`config.mk`:
```
export PLATFORM = sky130hd
export DESIGN_NAME = home_sensor_frontend_flat
export DESIGN_NICKNAME = d
export VERILOG_FILES = /design/src/rtl/home_sensor_frontend_if.sv /design/src/rtl/home_sensor_frontend.sv /design/src/flat_wrapper.sv
export SDC_FILE = /design/constraint.sdc
export NUM_CORES = 1
export LEC_CHECK = 0
export BUFFER_PORTS_ARGS = -buffer_cell sky130_fd_sc_hd__buf_2
export CAP_MARGIN = 20
export CORE_MARGIN = 2
export CORE_UTILIZATION = 45
export CTS_CLUSTER_SIZE = 24
export DETAILED_ROUTE_END_ITERATION = 7
export GPL_ROUTABILITY_DRIVEN = 0
export SYNTH_ARGS = -nofsm -noshare
export SYNTH_HDL_FRONTEND = slang
export SYNTH_SLANG_ARGS = --single-unit
```
`constraint.sdc`:
```
create_clock -name clk -period 3.6 [get_ports clk]
set_input_delay 0.72 -clock clk [delete_from_list [all_inputs] [get_ports clk]]
set_output_delay 0.72 -clock clk [all_outputs]
set_load 0.005 [all_outputs]
```
`src/rtl/home_sensor_frontend_if.sv`:
```
// Signal bundle between home_sensor_frontend (master) and the board / FSM side (slave).
interface home_sensor_frontend_if;
   logic [3:0] raw_sensors;
   logic       adc_miso;
   logic       adc_cs_n;
   logic       adc_sclk;
   logic [3:0] sensors;
   logic [5:0] temp;
   logic       temp_valid;
   logic       sensor_change;

   modport master (
      input  raw_sensors, adc_miso,
      output adc_cs_n, adc_sclk, sensors, temp, temp_valid, sensor_change
   );

   modport slave (
      output raw_sensors, adc_miso,
      input  adc_cs_n, adc_sclk, sensors, temp, temp_valid, sensor_change
   );
endinterface

```
`src/rtl/home_sensor_frontend.sv`:
```
// Sensor input front end: debounced switch levels plus periodic 6-bit serial ADC temperature read.
module home_sensor_frontend #(
   parameter int         DEBOUNCE_CYCLES = 4,
   parameter int         SCLK_DIV        = 4,
   parameter int         SAMPLE_PERIOD   = 100,
   parameter logic [5:0] TEMP_RESET      = 6'd15
) (
   input  logic                   clk,
   input  logic                   rst,
   home_sensor_frontend_if.master bus
);
   localparam int PW = (SAMPLE_PERIOD > 1) ? $clog2(SAMPLE_PERIOD) : 1;
   localparam int DW = (SCLK_DIV > 1) ? $clog2(SCLK_DIV) : 1;
   localparam logic [7:0]    DEB_LAST = 8'(DEBOUNCE_CYCLES - 1);
   localparam logic [PW-1:0] PER_LAST = PW'(SAMPLE_PERIOD - 1);
   localparam logic [DW-1:0] DIV_LAST = DW'(SCLK_DIV - 1);

   typedef enum logic [2:0] {
      IDLE    = 3'd0,
      SETUP   = 3'd1,
      SCLK_LO = 3'd2,
      SCLK_HI = 3'd3,
      DONE    = 3'd4
   } adc_state_t;

   logic [3:0]    sync1_r, sync2_r, sensors_r;
   logic [7:0]    deb_cnt_r [0:3];
   logic [3:0]    deb_hit_s;
   logic          sensor_change_r;

   adc_state_t    state_r, state_next_s;
   logic [PW-1:0] period_r;
   logic [DW-1:0] div_r;
   logic [2:0]    bit_r;
   logic [5:0]    shift_r, temp_r;
   logic          cs_n_r, sclk_r, temp_valid_r;
   logic          cs_n_s, sclk_s, valid_s, sample_s;
   logic          start_s, div_last_s;

   assign start_s    = (period_r == PER_LAST);
   assign div_last_s = (div_r == DIV_LAST);

   // A channel commits when it has disagreed for DEBOUNCE_CYCLES consecutive cycles.
   always_comb begin
      deb_hit_s = 4'b0000;
      for (int i = 0; i < 4; i++) begin
         deb_hit_s[i] = (sync2_r[i] != sensors_r[i]) && (deb_cnt_r[i] == DEB_LAST);
      end
   end

   always_ff @(posedge clk) begin
      if (rst) begin
         sync1_r         <= 4'b0000;
         sync2_r         <= 4'b0000;
         sensors_r       <= 4'b0000;
         sensor_change_r <= 1'b0;
         for (int i = 0; i < 4; i++) deb_cnt_r[i] <= 8'd0;
      end else begin
         sync1_r         <= bus.raw_sensors;
         sync2_r         <= sync1_r;
         sensor_change_r <= |deb_hit_s;
         for (int i = 0; i < 4; i++) begin
            if (deb_hit_s[i]) begin
               sensors_r[i] <= sync2_r[i];
               deb_cnt_r[i] <= 8'd0;
            end else if (sync2_r[i] != sensors_r[i]) begin
               deb_cnt_r[i] <= deb_cnt_r[i] + 8'd1;
            end else begin
               deb_cnt_r[i] <= 8'd0;
            end
         end
      end
   end

   always_ff @(posedge clk) begin
      if (rst) state_r <= IDLE;
      else     state_r <= state_next_s;
   end

   always_comb begin
      state_next_s = state_r;
      case (state_r)
         IDLE:    if (start_s) state_next_s = SETUP;   else state_next_s = IDLE;
         SETUP:   if (div_last_s) state_next_s = SCLK_HI; else state_next_s = SETUP;
         SCLK_HI: if (div_last_s) state_next_s = SCLK_LO; else state_next_s = SCLK_HI;
         SCLK_LO: begin
            if (div_last_s) begin
               if (bit_r == 3'd5) state_next_s = DONE;
               else               state_next_s = SCLK_HI;
            end else begin
               state_next_s = SCLK_LO;
            end
         end
         DONE:    state_next_s = IDLE;
         default: state_next_s = IDLE;
      endcase
   end

   // Decoded from the next state so the registered pins line up with the state register.
   always_comb begin
      cs_n_s   = 1'b1;
      sclk_s   = 1'b0;
      valid_s  = 1'b0;
      sample_s = 1'b0;
      case (state_next_s)
         SETUP, SCLK_LO: cs_n_s = 1'b0;
         SCLK_HI: begin
            cs_n_s   = 1'b0;
            sclk_s   = 1'b1;
            sample_s = (state_r != SCLK_HI);
         end
         DONE:    valid_s = 1'b1;
         default: cs_n_s  = 1'b1;
      endcase
   end

   always_ff @(posedge clk) begin
      if (rst) begin
         period_r     <= {PW{1'b0}};
         div_r        <= {DW{1'b0}};
         bit_r        <= 3'd0;
         shift_r      <= 6'd0;
         temp_r       <= TEMP_RESET;
         temp_valid_r <= 1'b0;
         cs_n_r       <= 1'b1;
         sclk_r       <= 1'b0;
      end else begin
         if (start_s) period_r <= {PW{1'b0}};
         else         period_r <= period_r + PW'(1);
         if ((state_next_s != state_r) || (state_r == IDLE)) div_r <= {DW{1'b0}};
         else                                                div_r <= div_r + DW'(1);
         if (state_r == IDLE)                                     bit_r <= 3'd0;
         else if ((state_r == SCLK_LO) && (state_next_s == SCLK_HI)) bit_r <= bit_r + 3'd1;
         else                                                     bit_r <= bit_r;
         if (sample_s) shift_r <= {shift_r[4:0], bus.adc_miso};
         else          shift_r <= shift_r;
         if (valid_s)  temp_r  <= shift_r;
         else          temp_r  <= temp_r;
         temp_valid_r <= valid_s;
         cs_n_r       <= cs_n_s;
         sclk_r       <= sclk_s;
      end
   end

   assign bus.sensors       = sensors_r;
   assign bus.sensor_change = sensor_change_r;
   assign bus.temp          = temp_r;
   assign bus.temp_valid    = temp_valid_r;
   assign bus.adc_cs_n      = cs_n_r;
   assign bus.adc_sclk      = sclk_r;
endmodule

```
`src/flat_wrapper.sv`:
```
// flat-port wrapper written by rule: the top's interface ports become plain ports
module home_sensor_frontend_flat 
#(
   parameter int         DEBOUNCE_CYCLES = 4,
   parameter int         SCLK_DIV        = 4,
   parameter int         SAMPLE_PERIOD   = 100,
   parameter logic [5:0] TEMP_RESET      = 6'd15
)
  (clk, rst, bus_raw_sensors, bus_adc_miso, bus_adc_cs_n, bus_adc_sclk, bus_sensors, bus_temp, bus_temp_valid, bus_sensor_change);
  home_sensor_frontend_if bus_i ();
  input  logic clk;
  input  logic rst;
  input wire logic [$bits(bus_i.raw_sensors)-1:0] bus_raw_sensors;
  input wire logic [$bits(bus_i.adc_miso)-1:0] bus_adc_miso;
  output wire logic [$bits(bus_i.adc_cs_n)-1:0] bus_adc_cs_n;
  output wire logic [$bits(bus_i.adc_sclk)-1:0] bus_adc_sclk;
  output wire logic [$bits(bus_i.sensors)-1:0] bus_sensors;
  output wire logic [$bits(bus_i.temp)-1:0] bus_temp;
  output wire logic [$bits(bus_i.temp_valid)-1:0] bus_temp_valid;
  output wire logic [$bits(bus_i.sensor_change)-1:0] bus_sensor_change;
  assign bus_i.raw_sensors = bus_raw_sensors;
  assign bus_i.adc_miso = bus_adc_miso;
  assign bus_adc_cs_n = bus_i.adc_cs_n;
  assign bus_adc_sclk = bus_i.adc_sclk;
  assign bus_sensors = bus_i.sensors;
  assign bus_temp = bus_i.temp;
  assign bus_temp_valid = bus_i.temp_valid;
  assign bus_sensor_change = bus_i.sensor_change;
  home_sensor_frontend #(.DEBOUNCE_CYCLES(DEBOUNCE_CYCLES), .SCLK_DIV(SCLK_DIV), .SAMPLE_PERIOD(SAMPLE_PERIOD), .TEMP_RESET(TEMP_RESET)) u_core (.clk(clk), .rst(rst), .bus(bus_i));
endmodule
```
==> results by group <==
Status
  • Outcome: finished clean

Die
  • Row cnt: 31
  • Core area: 0.00714 mm2
  • DIE WIDTH: approximately 90 um
  • DIE HEIGHT: between 80 and 90 um
  • I/O pin count: 21
  • Die area: a little under 0.008 mm2
  • Starting density of the core: between 40% and 50%

Timing
  • Setup TNS: 0 ns
  • Hold WS: between 0.4 and 0.5 ns
  • Unrepaired setup endpoints after global routing: no
  • Setup-failing EPs final: 0
  • Fmax: 496 MHz
  • Final Slew Violations: 0
  • Tmin final: roughly 2.0 ns
  • Final hold vios: 0
  • Final period utilization: a little under three fifths
  • Slew HR: 48.0%
  • Worst Skew: roughly 0.008 ns
  • Worst-margin pin slew: 0.774 ns

Critical path
  • CP endpoint kind: register
  • R2R cell count: 4
  • Critical R2R Launch: u_core.deb_cnt_r[1][5]
  • Worst EP required: about 3.7 ns
  • Critical Path Start Type: register
  • Reg2Reg Setup Slack: ~1.6 ns
  • Reg2reg end: u_core.deb_cnt_r[1][2]
  • Worst Path Arrival: roughly 2.1 ns
  • CP Launch Point: u_core.deb_cnt_r[1][5]
  • Worst setup path endpoint: u_core.deb_cnt_r[1][2]
  • Worst-path cell chain: or4_1 -> nor4b_2 -> or3_1 -> nor2_1
  • CP Class: register to register
  • Critical-path top delay cell: or4_1
  • Max FO, Critical Path: 8
  • Crit-path max cell delay: around 0.55 ns

Power and ir drop
  • VDD IR-drop max: between 0.00015 and 0.0002 V
  • Seq pwr share: approximately three fifths
  • Int Pwr: ~1.2 mW
  • Pwr dens: 421 mW/mm2
  • Sw Ratio: roughly 23%
  • Clock power frac: 37.7%
  • Gate power share: roughly 3.4%
  • Pwr Total: roughly 1.6 mW
  • Pleak: around 1.4 nW
  • NetSw: between 0.3 and 0.4 mW

Route
  • Vias per cell: approximately 4.7
  • Residual DRC count: 0
  • Via count: approximately 2200
  • WL final: between 5000 and 6000 um
  • DR pass1 iterations: 4
  • Routed Antenna Nets: 0
  • Initial DRC Count: between 60 and 70
  • Wire per inst: 11.0 um

Global route
  • GR Layer Usage met1: around a fifth
  • GRT met3 Usage: 3.51%
  • Initial antenna violation count: 0
  • First-pass GRT wire length: ~9000 um
  • Largest net degree at the start of global routing: 29
  • GR peak layer: met2
  • Vias in the first global route: 2062
  • Global route overflow: 0
  • Met2 Use GR: between 20% and 30%
  • All-Layer GR Usage: 14.8%

Finish
  • Antenna cells: 0
  • Fill count: between 600 and 700
  • Syn-to-layout area delta: 15.0%
  • Post-layout nets: ~380
  • Layout cell share with drive strength beyond 1: 11.7%

Hold path
  • Hold Path Class: register to register
  • Worst hold stages: 1

Clock network
  • Postcts setup bufs: 0
  • CTS buffer count: 9
  • CTS Sinks: 75
  • Count of cells resized by post-cts repair: 0
  • # H-tree levels: 3
  • Root Buffer: clkbuf_8
  • CTS tree: done
  • Worst-path clk slew: around 0.07 ns
  • Clock Latency Late Sink: between 0.3 and 0.4 ns
  • CTS max path bufs: 2
  • Number of hold buffers added after cts: 0

Synthesis
  • Synth top area share: roughly 30%
  • Area leader, netlist: edfxtp_1
  • Synth Instances: 310
  • YS warnings: 0
  • Synthesized cell area: around 0.0033 mm2
  • Synth Register Bits: 75
  • Post-Syn Area per Cell: 10.5 um2
  • Dominant cells by area after synthesis: edfxtp_1, dfxtp_1, nor2_1
  • Number of distinct library cells after synthesis: 38
  • Share of the yosys chip area belonging to registers: approximately 56%

Job
  • Max_cap viols: 0

Placed design
  • PortBufs: 20
  • HPWL reported at the end of detailed placement: between 3000 and 4000 um
logic make-up (layout without fill, tap and decap cells):
family	after synthesis	count (layout)	share of synthesized area (%)
flip-flops	75	75	56.0
AO/OA/AOI/OAI	22	22	4.04
multiplexers	10	10	3.07
adder cells (fa/ha/maj)	8	8	3.07
other	1	32	0.115
XOR/XNOR	35	35	9.42
buffers and inverters	18	44	2.38
AND/OR/NAND/NOR	141	141	21.9
worst max-delay path, delay by kind of cell (launching register included):
family	cells	cell delay (ns)
flops	1	0.43
simple gates	4	1.34
cell type report:
type	instances	area, um2	share of cell area, %
multi-input combinational	248	1480	39.5
tap	99	124	3.31
clock inverter	6	37.5	1.00
timing repair buffer	21	108	2.87
clock buffer	10	149	3.98
inverter	7	26.3	0.702
sequential	75	1820	48.6
cell usage after synthesis, drive strengths merged:
library cell and number:
mux2i 10, nand3 22, nor2 56, nor4b 3, dfxtp 43, nor2b 9
o21a 1, nand2 12, inv 7, or4 1, or3 3, a31oi 1
and3 9, or3b 1, or4b 1, buf 3, or2 2, ha 8
nand4 1, clkbuf 8, and2 4, nor3 3, a21oi 6, xnor2 15
edfxtp 32, nor4 7, a211oi 3, o21ai 7, nor4bb 1, nand4b 1
conb 1, nand2b 5, xor2 20, a22oi 2, o31ai 2
registers in the layout (all words and copies together), names as in the netlist, 4 cells and up:
signal,flops
u_core.bus.sensors,4
u_core.bus.temp,6
u_core.sync2_r,4
u_core.period_r,7
u_core.shift_r,6
u_core.sync1_r,4
u_core.deb_cnt_r,32
routing by layer:
layer  wire length (um)  vias to the layer above
met5                  0                        -
met4                 86                        0
met3                173                        9
met2               2280                       31
met1               2570                     1005
li1                   -                     1142
cells in the final DEF, fill, tap and decap left out, drive strengths merged, types with 8 or more instances in the layout:
master   n
edfxtp  32
nand3   22
ha       8
xor2    20
xnor2   15
clkbuf  10
inv      8
and3     9
dfxtp   43
nor2b    9
mux2i   10
nor2    56
conb    32
nand2   12
buf     21
worst min-delay path by stage:
stage                                 start           endpoint  slack [ns]
final                       u_core.div_r[0]    u_core.div_r[0]        0.43
after global routing      u_core.sync1_r[0]  u_core.sync2_r[0]        0.46
after CTS                 u_core.sync1_r[0]  u_core.sync2_r[0]        0.43
after detailed placement    u_core.div_r[0]    u_core.div_r[0]        0.42
after global placement      u_core.div_r[0]    u_core.div_r[0]        0.42
after floorplan             u_core.div_r[0]    u_core.div_r[0]        0.41
power groups by stage:
stage | registers, mW | logic, mW | clock network [mW]
2_1_floorplan | 0.943 | 0.0448 | 0
3_3_place_gp | 0.947 | 0.0541 | 0
3_5_place_dp | 0.948 | 0.0539 | 0
4_1_cts | 0.928 | 0.0543 | 0.617
5_1_grt | 0.932 | 0.0639 | 0.655
6_report | 0.928 | 0.0539 | 0.595
per-stage QoR:
step / worst slack (ns) / std cells / util (%) / area, um2
2_1_floorplan: 1.73 / 341 / - / 3370
3_3_place_gp: 1.42 / 449 / 49.8 / 3550
3_5_place_dp: 1.40 / 449 / 49.8 / 3550
4_1_cts: 1.39 / 465 / 52.4 / 3740
5_1_grt: 1.42 / 466 / 52.5 / 3740
6_report: 1.59 / 466 / 52.5 / 3740
Note: power is estimated with default switching activity, not from simulation.
